File: src/rtl/accel_bus_endpoint.sv
// ---------------------------------------------------------------------------
// accel_bus_endpoint
//
// Accelerator-side endpoint of the CPU <-> accelerator bus. The CPU writes
// 16-bit command words into a command FIFO. The words are streamed to the
// accelerator core over a valid/ready interface, tagged as header or payload
// by a small framing FSM. Result words from the accelerator are collected in
// a result FIFO, and its head word is presented to the CPU writeback mux.
//
// Optional feature macro: ACCEL_BUS_STATUS_EN
//   Defined   -> adds the cpu_status_o readback word and the cpu_status_clr_i
//                input, which clears the sticky error flags.
//   Undefined -> neither port exists; error flags clear only on reset.
//
// Ports:
//   clk, rst_n          clock; asynchronous active-low reset
//   cpu_status_o        (optional) {ovf, unf, in_payload, 0, cmd_cnt, res_cnt}
//   cpu_status_clr_i    (optional) clear sticky error flags
//   cpu_wr_en_i         CPU pushes cpu_wr_data_i this cycle
//   cpu_wr_data_i       command word from the CPU
//   cpu_rd_en_i         CPU consumed cpu_rd_data_o (pop)
//   cpu_rd_data_o       result FIFO head; 0 when empty
//   cpu_wr_full_o       command FIFO full
//   cpu_rd_empty_o      result FIFO empty
//   acc_cmd_valid_o     command word available
//   acc_cmd_ready_i     accelerator accepts command word
//   acc_cmd_data_o      command word
//   acc_cmd_hdr_o       current word is a packet header
//   acc_cmd_last_o      current word is the last word of its packet
//   acc_res_valid_i     accelerator offers a result word
//   acc_res_ready_o     endpoint accepts the result word
//   acc_res_data_i      result word
//   err_overflow_o      sticky: write to a full command FIFO
//   err_underflow_o     sticky: pop of an empty result FIFO
//   busy_o              command FIFO non-empty or packet in progress
// ---------------------------------------------------------------------------
module accel_bus_endpoint #(
    parameter int DW        = 16,
    parameter int CMD_DEPTH = 8,
    parameter int RES_DEPTH = 8
) (
    input  logic          clk,
    input  logic          rst_n,
`ifdef ACCEL_BUS_STATUS_EN
    output logic [15:0]   cpu_status_o,
    input  logic          cpu_status_clr_i,
`endif
    input  logic          cpu_wr_en_i,
    input  logic [DW-1:0] cpu_wr_data_i,
    input  logic          cpu_rd_en_i,
    output logic [DW-1:0] cpu_rd_data_o,
    output logic          cpu_wr_full_o,
    output logic          cpu_rd_empty_o,
    output logic          acc_cmd_valid_o,
    input  logic          acc_cmd_ready_i,
    output logic [DW-1:0] acc_cmd_data_o,
    output logic          acc_cmd_hdr_o,
    output logic          acc_cmd_last_o,
    input  logic          acc_res_valid_i,
    output logic          acc_res_ready_o,
    input  logic [DW-1:0] acc_res_data_i,
    output logic          err_overflow_o,
    output logic          err_underflow_o,
    output logic          busy_o
);

    localparam int CAW = $clog2(CMD_DEPTH);
    localparam int CCW = CAW + 1;
    localparam int RAW = $clog2(RES_DEPTH);
    localparam int RCW = RAW + 1;

    localparam logic [CCW-1:0] CMD_FULL_CNT = CCW'(CMD_DEPTH);
    localparam logic [RCW-1:0] RES_FULL_CNT = RCW'(RES_DEPTH);

    typedef enum logic {
        S_HDR = 1'b0,
        S_PAY = 1'b1
    } state_t;

    // -----------------------------------------------------------------------
    // Command FIFO
    // -----------------------------------------------------------------------
    logic [DW-1:0]  cmdMem_q [CMD_DEPTH];
    logic [CAW-1:0] cmdWrPtr_q, cmdWrPtr_d;
    logic [CAW-1:0] cmdRdPtr_q, cmdRdPtr_d;
    logic [CCW-1:0] cmdCount_q, cmdCount_d;
    logic           cmdEmpty;
    logic           cmdFull;
    logic           cmdPush;
    logic           cmdPop;
    logic [DW-1:0]  cmdHead;

    assign cmdEmpty = (cmdCount_q == '0);
    assign cmdFull  = (cmdCount_q == CMD_FULL_CNT);
    assign cmdHead  = cmdMem_q[cmdRdPtr_q];
    assign cmdPop   = !cmdEmpty && acc_cmd_ready_i;
    // A write at full is still taken when the head leaves in the same cycle.
    assign cmdPush  = cpu_wr_en_i && (!cmdFull || cmdPop);

    always_comb begin
        cmdWrPtr_d = cmdWrPtr_q;
        cmdRdPtr_d = cmdRdPtr_q;
        cmdCount_d = cmdCount_q;
        if (cmdPush) begin
            cmdWrPtr_d = cmdWrPtr_q + 1'b1;
        end
        if (cmdPop) begin
            cmdRdPtr_d = cmdRdPtr_q + 1'b1;
        end
        if (cmdPush && !cmdPop) begin
            cmdCount_d = cmdCount_q + 1'b1;
        end else if (!cmdPush && cmdPop) begin
            cmdCount_d = cmdCount_q - 1'b1;
        end
    end

    always_ff @(posedge clk or negedge rst_n) begin
        if (!rst_n) begin
            cmdWrPtr_q <= '0;
            cmdRdPtr_q <= '0;
            cmdCount_q <= '0;
        end else begin
            cmdWrPtr_q <= cmdWrPtr_d;
            cmdRdPtr_q <= cmdRdPtr_d;
            cmdCount_q <= cmdCount_d;
        end
    end

    // Storage needs no reset: the count alone decides which entries are live.
    always_ff @(posedge clk) begin
        if (cmdPush) begin
            cmdMem_q[cmdWrPtr_q] <= cpu_wr_data_i;
        end
    end

    // -----------------------------------------------------------------------
    // Framing FSM
    // -----------------------------------------------------------------------
    state_t      state_q, state_d;
    logic [11:0] cnt_q, cnt_d;
    logic        isHdr;
    logic        isLast;

    always_comb begin
        state_d = state_q;
        cnt_d   = cnt_q;
        isHdr   = 1'b0;
        isLast  = 1'b0;
        case (state_q)
            S_HDR: begin
                isHdr  = 1'b1;
                isLast = (cmdHead[11:0] == 12'd0);
                if (cmdPop && (cmdHead[11:0] != 12'd0)) begin
                    cnt_d   = cmdHead[11:0];
                    state_d = S_PAY;
                end
            end
            S_PAY: begin
                isLast = (cnt_q == 12'd1);
                if (cmdPop) begin
                    cnt_d = cnt_q - 12'd1;
                    if (cnt_q == 12'd1) begin
                        state_d = S_HDR;
                    end
                end
            end
            default: begin
                state_d = S_HDR;
            end
        endcase
    end

    always_ff @(posedge clk or negedge rst_n) begin
        if (!rst_n) begin
            state_q <= S_HDR;
            cnt_q   <= '0;
        end else begin
            state_q <= state_d;
            cnt_q   <= cnt_d;
        end
    end

    // Head word, hdr and last are masked while empty so that an idle or
    // freshly reset endpoint drives all-zero command outputs.
    assign acc_cmd_valid_o = !cmdEmpty;
    assign acc_cmd_data_o  = cmdEmpty ? '0 : cmdHead;
    assign acc_cmd_hdr_o   = !cmdEmpty && isHdr;
    assign acc_cmd_last_o  = !cmdEmpty && isLast;
    assign cpu_wr_full_o   = cmdFull;
    assign busy_o          = !cmdEmpty || (state_q == S_PAY);

    // -----------------------------------------------------------------------
    // Result FIFO
    // -----------------------------------------------------------------------
    logic [DW-1:0]  resMem_q [RES_DEPTH];
    logic [RAW-1:0] resWrPtr_q, resWrPtr_d;
    logic [RAW-1:0] resRdPtr_q, resRdPtr_d;
    logic [RCW-1:0] resCount_q, resCount_d;
    logic           resEmpty;
    logic           resFull;
    logic           resPush;
    logic           resPop;

    assign resEmpty = (resCount_q == '0);
    assign resFull  = (resCount_q == RES_FULL_CNT);
    assign resPop   = cpu_rd_en_i && !resEmpty;
    // Ready also rises at full when the CPU pops in the same cycle, so the
    // freed slot is refilled without a bubble.
    assign acc_res_ready_o = !resFull || resPop;
    assign resPush         = acc_res_valid_i && acc_res_ready_o;

    always_comb begin
        resWrPtr_d = resWrPtr_q;
        resRdPtr_d = resRdPtr_q;
        resCount_d = resCount_q;
        if (resPush) begin
            resWrPtr_d = resWrPtr_q + 1'b1;
        end
        if (resPop) begin
            resRdPtr_d = resRdPtr_q + 1'b1;
        end
        if (resPush && !resPop) begin
            resCount_d = resCount_q + 1'b1;
        end else if (!resPush && resPop) begin
            resCount_d = resCount_q - 1'b1;
        end
    end

    always_ff @(posedge clk or negedge rst_n) begin
        if (!rst_n) begin
            resWrPtr_q <= '0;
            resRdPtr_q <= '0;
            resCount_q <= '0;
        end else begin
            resWrPtr_q <= resWrPtr_d;
            resRdPtr_q <= resRdPtr_d;
            resCount_q <= resCount_d;
        end
    end

    always_ff @(posedge clk) begin
        if (resPush) begin
            resMem_q[resWrPtr_q] <= acc_res_data_i;
        end
    end

    // The CPU writeback mux ORs sources together, so an empty FIFO shows 0.
    assign cpu_rd_data_o  = resEmpty ? '0 : resMem_q[resRdPtr_q];
    assign cpu_rd_empty_o = resEmpty;

    // -----------------------------------------------------------------------
    // Sticky error flags
    // -----------------------------------------------------------------------
    logic errOvf_q, errOvf_d;
    logic errUnf_q, errUnf_d;
    logic ovfSet;
    logic unfSet;

    assign ovfSet = cpu_wr_en_i && cmdFull && !cmdPop;
    assign unfSet = cpu_rd_en_i && resEmpty;

    // A new error event wins over a simultaneous clear.
    always_comb begin
`ifdef ACCEL_BUS_STATUS_EN
        errOvf_d = ovfSet || (errOvf_q && !cpu_status_clr_i);
        errUnf_d = unfSet || (errUnf_q && !cpu_status_clr_i);
`else
        errOvf_d = ovfSet || errOvf_q;
        errUnf_d = unfSet || errUnf_q;
`endif
    end

    always_ff @(posedge clk or negedge rst_n) begin
        if (!rst_n) begin
            errOvf_q <= 1'b0;
            errUnf_q <= 1'b0;
        end else begin
            errOvf_q <= errOvf_d;
            errUnf_q <= errUnf_d;
        end
    end

    assign err_overflow_o  = errOvf_q;
    assign err_underflow_o = errUnf_q;

`ifdef ACCEL_BUS_STATUS_EN
    assign cpu_status_o = {errOvf_q, errUnf_q, (state_q == S_PAY), 1'b0,
                           6'(cmdCount_q), 6'(resCount_q)};
`endif

endmodule

File: config.mk
export PLATFORM = sky130hd
export DESIGN_NAME = accel_bus_endpoint
export DESIGN_NICKNAME = d
export VERILOG_FILES = /design/src/rtl/accel_bus_endpoint.sv
export SDC_FILE = /design/constraint.sdc
export NUM_CORES = 1
export LEC_CHECK = 0
export BUFFER_PORTS_ARGS = -buffer_cell sky130_fd_sc_hd__buf_2
export CAP_MARGIN = 10
export CELL_PAD_IN_SITES_DETAIL_PLACEMENT = 1
export CELL_PAD_IN_SITES_GLOBAL_PLACEMENT = 1
export CORE_MARGIN = 2
export CORE_UTILIZATION = 56
export DETAILED_ROUTE_END_ITERATION = 16
export GPL_TIMING_DRIVEN = 0
export PLACE_DENSITY = 0.84
export SYNTH_ARGS = -nofsm -noshare
export SYNTH_HDL_FRONTEND = slang
export SYNTH_SLANG_ARGS = --single-unit
File: constraint.sdc
create_clock -name clk -period 7 [get_ports clk]
set_input_delay 1.05 -clock clk [delete_from_list [all_inputs] [get_ports clk]]
set_output_delay 1.05 -clock clk [all_outputs]
set_load 0.01 [all_outputs]
* Word-level counts from Yosys, hierarchy flattened
Memories as Yosys holds them, arrays and structs flattened. Cells that the tools add are included.
Cells by class: $add $sub $neg 9, equality and inequality tests 5, muxes and demuxes 19, bitwise gates (word level) 1, reduce and logical (&&, ||, !) cells 34
Operator list (count):
- 16-bit 2-to-1 mux | 2
- 12-bit 2-to-1 mux | 2
- 12-bit one-hot mux with 2 select lines | 1
- 4-bit 2-to-1 mux | 4
- 1-bit logical AND | 14
- 3-bit by 1-bit adder with 3-bit output, second input constant | 4
- 12-bit by 1-bit equality test with 1-bit output, second input constant | 1
- 12-bit zero test | 1
- 12-bit nonzero test | 1
- 12-bit by 1-bit subtractor with 12-bit output, second input constant | 1
- 4-bit by 1-bit adder with 4-bit output, second input constant | 2
- 4-bit equality test, second input constant | 2
- 1-bit zero test | 8
- 4-bit zero test | 2
- 1-bit 2-to-1 mux | 8
- 4-bit by 1-bit subtractor with 4-bit output, second input constant | 2
- 1-bit logical OR | 5
- 2-bit != test, second input constant | 2
- 1-bit one-hot mux with 2 select lines | 2
- 2-bit nonzero test | 2
- 2-bit AND reduction | 1
- 1-bit inverter | 1
Storage, ports and cells: register bits 35, RAM bits 256, input port bits 38, output and inout bits 41, logic and storage cells 80, memories kept 2
Memory list:
- cmdMem_q | words 8, width 16, rd ports 1, clocked after memory_dff 0, write ports 1, RTL line 83 | logic [DW-1:0] cmdMem_q [CMD_DEPTH];
- resMem_q | words 8, width 16, rd ports 1, clocked after memory_dff 0, write ports 1, RTL line 195 | logic [DW-1:0] resMem_q [RES_DEPTH];

* Longest topological paths before layout
Gate-level depths: netlist of the first run.
depth after elaboration 9, depth in mapped cells 12, mapped depth without buffers 12

* Worst setup path before layout of the first run
Ideal clock, no wire load.
path type input port to flip-flop, from in cpu_rd_en_i, to mem resMem_q[0][0] (enable), setup time 409 ps, arrival 2821 ps, data required time 6591 ps, path slack 3770 ps, cell stages on the path 5, buffers on the path 1, cells stage by stage nand3b_1 and2_1 clkbuf_1 nand2b_1 nor3_1
On the way: cells in the longest elaborated chain, start to end 5
Ends and longest elaborated chain:
- start: declaration | RTL line 50 | input logic cpu_rd_en_i,
- 1-bit logical AND | RTL line 206 | assign resPop = cpu_rd_en_i && !resEmpty;
- 1-bit logical OR | RTL line 209 | assign acc_res_ready_o = !resFull || resPop;
- 1-bit logical AND | RTL line 210 | assign resPush = acc_res_valid_i && acc_res_ready_o;
- via resPush | RTL line 201 | logic resPush;
- 1-bit 2-to-1 mux | RTL line 242 | if (resPush) begin
- 1-bit 2-to-1 mux (implied by the code) | RTL line 243 | resMem_q[resWrPtr_q] <= acc_res_data_i;
- end: declaration | RTL line 195
The timed path passes the listed nets, and every way through them passes these cells.

* Final worst setup path of the first run
from reg cmdRdPtr_q[1], to out acc_cmd_last_o
On the way: cells in the longest elaborated chain, start to end 4
Ends and longest elaborated chain:
- start: declaration | RTL line 85 | logic [CAW-1:0] cmdRdPtr_q, cmdRdPtr_d;
- start signal: assignment | RTL line 124 | cmdRdPtr_q <= cmdRdPtr_d;
- memory 8 x 16 bit
- 12-bit zero test | RTL line 152 | isLast = (cmdHead[11:0] == 12'd0);
- 1-bit one-hot mux with 2 select lines | RTL line 149 | case (state_q)
- 1-bit logical AND | RTL line 188 | assign acc_cmd_last_o = !cmdEmpty && isLast;
- end: declaration | RTL line 58 | output logic acc_cmd_last_o,
No other way between the ends.

==> impl_metrics.py, run 1 <==
metrics = {
    "setup_path": {
        "crit_chain": "buf_6 -> buf_6 -> mux4_2 -> mux2i_1 -> and4_1 -> nand2_4 -> buf_6 -> o31ai_4 -> buf_2",
        "cp.arrival_ns": 3.40,
        "critPathBufInv": 4,
        "r2r_cells": 12,
        "rrSetupSlack_ns": 3.75,
        "start_kind": "flip-flop",
        "cpMaxStageDelayCell": "mux4_2",
        "regToRegStartpoint": "cmdCount_q[0]$_DFFE_PN0P_",
        "cpPeakStageDelay_ns": 0.54,
        "setup.worst_path.class": "flip-flop to output port",
        "required_ns": 5.95,
        "end_kind": "output port",
        "path_common_cell": "buf_6",
        "crit_start": "cmdRdPtr_q[1]$_DFFE_PN0N_",
        "reg2reg_to": "cmdCount_q[3]$_DFFE_PN0P_",
        "cp_max_fo": 10,
        "cp_top_family": "multiplexers",
    },
    "global_routing": {
        "grt_max_degree": 36,
        "grt_antenna_before_repair": 1,
        "grt_overflow_total": 0,
        "grt_pass1_wl_um": 49000,
        "first_global_vias": 7915,
        "gr-usage-all-layers_pct": 29.9,
    },
    "route": {
        "routed_wl_um": 32500,
        "detail_route.wl_per_cell_um": 29.2,
        "topRoutingLayerUsed": "met5",
        "drcViolationCount": 0,
        "wl_met2_um": 16800,
        "viasPerCell": 6.41,
        "vias": 7144,
        "ant_nets": 0,
        "first_pass_iters": 5,
        "m1WireLength_um": 12000,
        "route.met3.wl_um": 2130,
        "drt_iter0_drc": 674,
    },
    "yosys": {
        "synth_simple_gate_area_share_pct": 6.26,
        "synthTopCellsByCount": "edfxtp_1, mux4_2, nor2_1",
        "async_flop_share_pct": 12.0,
        "ys_warn_count": 0,
        "synth_compound_area_share_pct": 3.62,
        "yosys.area_share.adder_pct": 1.57,
        "synthFlopType": "edfxtp_1",
        "synthMuxAreaShare_pct": 15.1,
        "synth-seq-cells": 291,
        "synth_top_family_by_area": "multiplexers",
        "synth_largest_area_cell": "edfxtp_1",
        "synth_xor_area_share_pct": 1.08,
        "synthCells": 690,
        "syn_area_per_cell_um2": 17.6,
        "synth_top_area_share_pct": 63.4,
        "synth-edff-count": 256,
        "synth_cell_types": 57,
        "ys_seq_area_share_pct": 70.6,
        "synth_nets": 742,
        "syn_area_mm2": 0.0121,
        "synth_area_leaders": "edfxtp_1, mux4_2, dfrtp_1, mux2i_1, nor2_1",
        "synth_most_common_cell": "edfxtp_1",
    },
    "timing": {
        "max_freq_mhz": 225,
        "rsz0062_at_grt": "false",
        "fin_crit_ns": 4.45,
        "worst_pin_slew_ns": 0.981,
        "slew_headroom_pct": 34.3,
        "finalSetupTns_ns": 0,
        "finalCritPeriodShare_pct": 63.6,
        "hold_violations": 0,
        "hold_ws_ns": 0.468,
        "setup_viol": 0,
        "maxSlewViolCount": 0,
        "skew_ns": 0.0184,
    },
    "layout": {
        "drive_above_1_share_pct": 29.2,
        "num_antenna_cells": 0,
        "seq_area_mm2": 0.00856,
        "multi_input_area_mm2": 0.00340,
        "nets": 869,
        "area_growth_syn_to_layout_pct": 16.6,
        "fillers": 1821,
        "layout.cells.non_filler": 1115,
    },
    "place": {
        "dpl.cell_count": 1061,
        "numPortBuffers": 78,
        "gp_congestion": 0.877,
        "hpwlAfterDp_um": 21300,
    },
    "clock_tree": {
        "cts_root_buf": "clkbuf_16",
        "cts_buffers": 29,
        "path_clk_slew_ns": 0.07,
        "cts_tree": "done",
        "post-cts-setup-buffer-count": 0,
        "ctsLongestPathBuffers": 3,
        "htreeDepth": 1,
        "hold_buffers": 0,
        "cts.sinks": 291,
        "cts_resized": 0,
        "clk_latency_ns": 0.56,
    },
    "floorplan": {
        "coreArea_mm2": 0.0212,
        "die_w_um": 151,
        "dieArea_mm2": 0.0228,
        "rows": 53,
        "start_util_pct": 57.3,
        "die_y_um": 151,
        "io_pins": 79,
    },
    "hold_path": {
        "hold_depth": 1,
        "min_to": "err_overflow_o$_DFF_PN0_",
        "holdCritPathClass": "flip-flop to flip-flop",
        "hp-start": "err_overflow_o$_DFF_PN0_",
    },
    "flow_run": {
        "max-cap-violations": 0,
    },
    "power_and_ir_drop": {
        "power_density_mw_per_mm2": 442,
        "p_leak_uw": 0.00494,
        "worst_ir_drop_vdd_uv": 285,
    },
    "outcome": {
        "status": "complete, no violations",
    },
}
-- sequential cells by signal, indices dropped and copies added (netlist names) --
register         cells
cmdWrPtr_q           3
resRdPtr_q           3
resMem_q           128
err_overflow_o       1
state_q              1
cnt_q               12
resCount_q           4
err_underflow_o      1
cmdMem_q           128
cmdCount_q           4
cmdRdPtr_q           3
resWrPtr_q           3
-- power by group --
group	switching (uW)	total [uW]	internal, uW
sequential	197	2400	2200
clock	659	1560	903
combinational	1340	2290	953
-- worst max-delay path by stage --
stage / endpoint / cells past startpoint
3_3_place_gp: resMem_q[0][6]$_DFFE_PP_ / 6
5_1_grt: acc_cmd_last_o / 9
2_1_floorplan: resMem_q[0][0]$_DFFE_PP_ / 5
3_5_place_dp: acc_cmd_last_o / 8
4_1_cts: acc_cmd_last_o / 9
6_report: acc_cmd_last_o / 9
-- metal layers --
layer  vias up  global-route usage (%)
met5         -                       0
met4         2                    13.6
met3       127                    5.15
met2       375                    51.9
met1      3678                    37.2
li1       2962                       -
-- cells in the final DEF (no fill, tap or decap), types with 4 or more instances in the layout --
cell type	n
clkbuf_16	29
dfrtp_1	35
clkinv_1	10
mux2_2	4
inv_1	7
nor3_1	7
nor3_2	4
nand2b_1	8
o21ai_0	12
o21ai_1	8
nor2_2	12
nand3_1	4
nand2_1	49
a21o_1	7
buf_2	85
nor4_1	7
buf_8	9
mux2i_1	30
a21oi_1	13
clkbuf_1	25
edfxtp_1	256
xor2_1	4
nor2_1	49
mux4_2	62
bufinv_16	4
xnor2_1	11
mux2i_4	4
buf_6	8
or4_1	5
clkinv_2	6
ha_1	12
-- cells by family (layout without fill, tap and decap cells) --
kind of cell / Yosys count / in the layout
DFF: 291 / 291
buffers and inverters: 45 / 195
and+or+nand+nor: 163 / 163
xor gates and xnor gates: 15 / 15
adders and majority gates: 14 / 14
AOI/OAI and AO/OA: 62 / 62
muxes: 100 / 100
-- stage by stage --
stage / cell area, um2 / power (uW) / util [%] / setup WS [ns]
6_report: 14100 / 6250 / 66.8 / 2.55
5_1_grt: 14100 / 6490 / 66.8 / 2.45
4_1_cts: 14100 / 6260 / 66.8 / 2.56
3_5_place_dp: 13200 / 4640 / 62.3 / 3.27
3_3_place_gp: 12900 / 4370 / 60.8 / 2.47
2_1_floorplan: 12100 / 3780 / - / 3.77
-- final cells by class --
| cell class | count | share of cell area [%] |
|---|---|---|
| flip-flops and latches | 291 | 60.6 |
| multi-input cells | 354 | 24.1 |
| clock buffers | 33 | 5.24 |
| repair buffers | 96 | 4.76 |
| well taps | 275 | 2.44 |
| clock inverters | 21 | 1.42 |
| plain buffers | 35 | 1.20 |
| inverters | 10 | 0.266 |
No activity file was read; power rests on OpenSTA's default activity.
==> run 2, diff against run 1 <==
--- a/config.mk
+++ b/config.mk
@@ -10,10 +10,10 @@
 export CELL_PAD_IN_SITES_DETAIL_PLACEMENT = 1
 export CELL_PAD_IN_SITES_GLOBAL_PLACEMENT = 1
 export CORE_MARGIN = 2
-export CORE_UTILIZATION = 56
+export CORE_UTILIZATION = 52
 export DETAILED_ROUTE_END_ITERATION = 16
 export GPL_TIMING_DRIVEN = 0
-export PLACE_DENSITY = 0.84
+export PLACE_DENSITY = 0.78
 export SYNTH_ARGS = -nofsm -noshare
 export SYNTH_HDL_FRONTEND = slang
 export SYNTH_SLANG_ARGS = --single-unit
==> constraint.sdc (replaced) <==
create_clock -name clk -period 4.4 [get_ports clk]
set_input_delay 0.66 -clock clk [delete_from_list [all_inputs] [get_ports clk]]
set_output_delay 0.66 -clock clk [all_outputs]
set_load 0.01 [all_outputs]
==> run 2 against run 1 <==
Largest power group unchanged. Via count is 4.7% lower. Critical path depth did not move. Clock power rose by 76%. Sequential share of layout area fell by 0.65 points. Worst hold slack got worse by 0.26 ns. Critical endpoint unchanged.
==> impl_metrics.py, run 2 (same netlist as run 1, synthesis figures left out) <==
metrics = {
    "layout": {
        "layout.cells.non_filler": 1153,
        "drive_above_1_share_pct": 30.0,
        "num_antenna_cells": 0,
        "fillers": 2026,
        "final_cell_mix": "edfxtp_1, buf_2, mux4_2",
        "nets": 868,
        "reg.largest.list": "cmdMem_q: 128 flops, resMem_q: 128 flops, cnt_q: 12 flops",
        "post-route-util_pct": 62.7,
        "seq_area_mm2": 0.00856,
        "multi_input_area_mm2": 0.00340,
        "area_growth_syn_to_layout_pct": 17.8,
        "mostFrequentLayoutCell": "edfxtp_1",
    },
    "floorplan": {
        "io_pins": 79,
        "coreArea_mm2": 0.0228,
        "die_w_um": 157,
        "start_util_pct": 53.2,
        "dieArea_mm2": 0.0246,
        "die_y_um": 157,
        "rows": 55,
    },
    "power_and_ir_drop": {
        "pwr-share-seq_pct": 37.8,
        "finalPower_uw": 10000,
        "p_sw_uw": 3350,
        "clockPowerShare_pct": 27.4,
        "cell_internal_pwr_uw": 6670,
        "power_density_mw_per_mm2": 701,
        "p_leak_uw": 0.00497,
        "p_sw_share_pct": 33.4,
        "worst_ir_drop_vdd_uv": 459,
        "p_comb_share_pct": 34.8,
    },
    "timing": {
        "skew_ns": 0.0103,
        "max_freq_mhz": 257,
        "finalSetupTns_ns": 0,
        "setup_viol": 0,
        "maxSlewViolCount": 0,
        "finalCritPeriodShare_pct": 88.5,
        "slew_headroom_pct": 37.8,
        "fin_crit_ns": 3.90,
        "hold_violations": 0,
        "worst_pin_slew_ns": 0.929,
        "hold_ws_ns": 0.211,
        "rsz0062_at_grt": "false",
    },
    "outcome": {
        "status": "complete, no violations",
    },
    "flow_run": {
        "max-cap-violations": 0,
    },
    "setup_path": {
        "reg2reg_to": "cmdCount_q[3]$_DFFE_PN0P_",
        "crit_cells": 9,
        "end_kind": "output port",
        "crit_chain": "clkbuf_1 -> mux4_2 -> mux2i_4 -> nand4_2 -> a31oi_4 -> nand2_4 -> buf_6 -> o31ai_4 -> buf_2",
        "critPathBufInv": 3,
        "cp.arrival_ns": 3.24,
        "cpPeakStageDelay_ns": 0.54,
        "start_kind": "flip-flop",
        "cp_max_fo": 10,
        "r2r_cells": 12,
        "cpMaxStageDelayCell": "clkbuf_1",
        "regToRegStartpoint": "cmdCount_q[0]$_DFFE_PN0P_",
        "required_ns": 3.74,
        "cp_top_family": "buffers and inverters",
        "rrSetupSlack_ns": 1.17,
        "setup.worst_path.class": "flip-flop to output port",
    },
    "clock_tree": {
        "cts.sinks": 291,
        "cts_tree": "done",
        "htreeDepth": 1,
        "post-cts-setup-buffer-count": 0,
        "cts_buffers": 30,
        "cts_root_buf": "clkbuf_16",
        "clk_latency_ns": 0.56,
        "path_clk_slew_ns": 0.06,
        "cts_resized": 0,
        "ctsLongestPathBuffers": 3,
        "hold_buffers": 0,
    },
    "route": {
        "drt_iter0_drc": 574,
        "drcViolationCount": 0,
        "ant_nets": 0,
        "first_pass_iters": 5,
        "vias": 6810,
        "routed_wl_um": 29800,
        "viasPerCell": 5.91,
        "detail_route.wl_per_cell_um": 25.8,
    },
    "global_routing": {
        "grt_max_degree": 36,
        "gr-usage-all-layers_pct": 25.0,
        "grt_pass1_wl_um": 45200,
        "first_global_vias": 7523,
        "grt_antenna_before_repair": 1,
        "grt_overflow_total": 0,
    },
    "place": {
        "numPortBuffers": 78,
        "gp_congestion": 0.853,
        "hpwlAfterDp_um": 19900,
        "dpl.cell_count": 1097,
    },
    "hold_path": {
        "holdCritPathClass": "input pin to asynchronous set/reset pin",
    },
}
==> run 2: cell count changes in the layout (fill, tap and decap cells not counted), sizes merged <==
cell      before  now
clkinvlp       1    4
buf          110  108
clkinv        16   13
inv           10    9
bufinv         4    7
==> run 2: cell type report <==
cell class / instances / share of cell area, %
clock inverters: 23 / 2.21
inverters: 10 / 0.263
plain buffers: 35 / 1.19
well taps: 313 / 2.74
multi-input cells: 354 / 23.8
clock buffers: 33 / 5.34
flip-flops and latches: 291 / 60.0
repair buffers: 94 / 4.49
==> run 2: worst max-delay path by stage <==
stage	slack, ns	end	from
after floorplan	1.56	resMem_q[0][0]$_DFFE_PP_	cpu_rd_en_i
after global placement	0.25	resMem_q[1][6]$_DFFE_PP_	cpu_rd_en_i
after detailed placement	1.03	acc_cmd_last_o	cmdRdPtr_q[2]$_DFFE_PN0N_
after CTS	0.46	acc_cmd_last_o	cmdRdPtr_q[1]$_DFFE_PN0N_
after global routing	0.33	acc_cmd_last_o	cmdRdPtr_q[1]$_DFFE_PN0N_
final	0.50	acc_cmd_last_o	cmdRdPtr_q[2]$_DFFE_PN0N_
==> run 2: power by group through the flow <==
| stage | Clock (uW) | Combinational [uW] | Sequential, uW |
|---|---|---|---|
| 2_1_floorplan | 0 | 2280 | 3740 |
| 3_3_place_gp | 0 | 3190 | 3780 |
| 3_5_place_dp | 0 | 3480 | 3830 |
| 4_1_cts | 2780 | 3520 | 3790 |
| 5_1_grt | 2880 | 3750 | 3830 |
| 6_report | 2750 | 3480 | 3790 |
==> run 2: through the flow <==
step                      instance area [um2]  setup slack, ns
after floorplan                         12100             1.56
after global placement                  12900            0.247
after detailed placement                13200             1.03
after CTS                               14300            0.459
after global routing                    14300            0.330
final                                   14300            0.504
==> run 2: layer usage <==
layer,GRT usage [%],up-vias,share of wire [%],wire (um)
met2,43.9,188,52,15500
met5,0,-,0.024,7
met1,32.5,3595,41,12100
met4,7.78,2,2.7,798
met3,3.71,55,4.7,1390
li1,-,2970,-,-
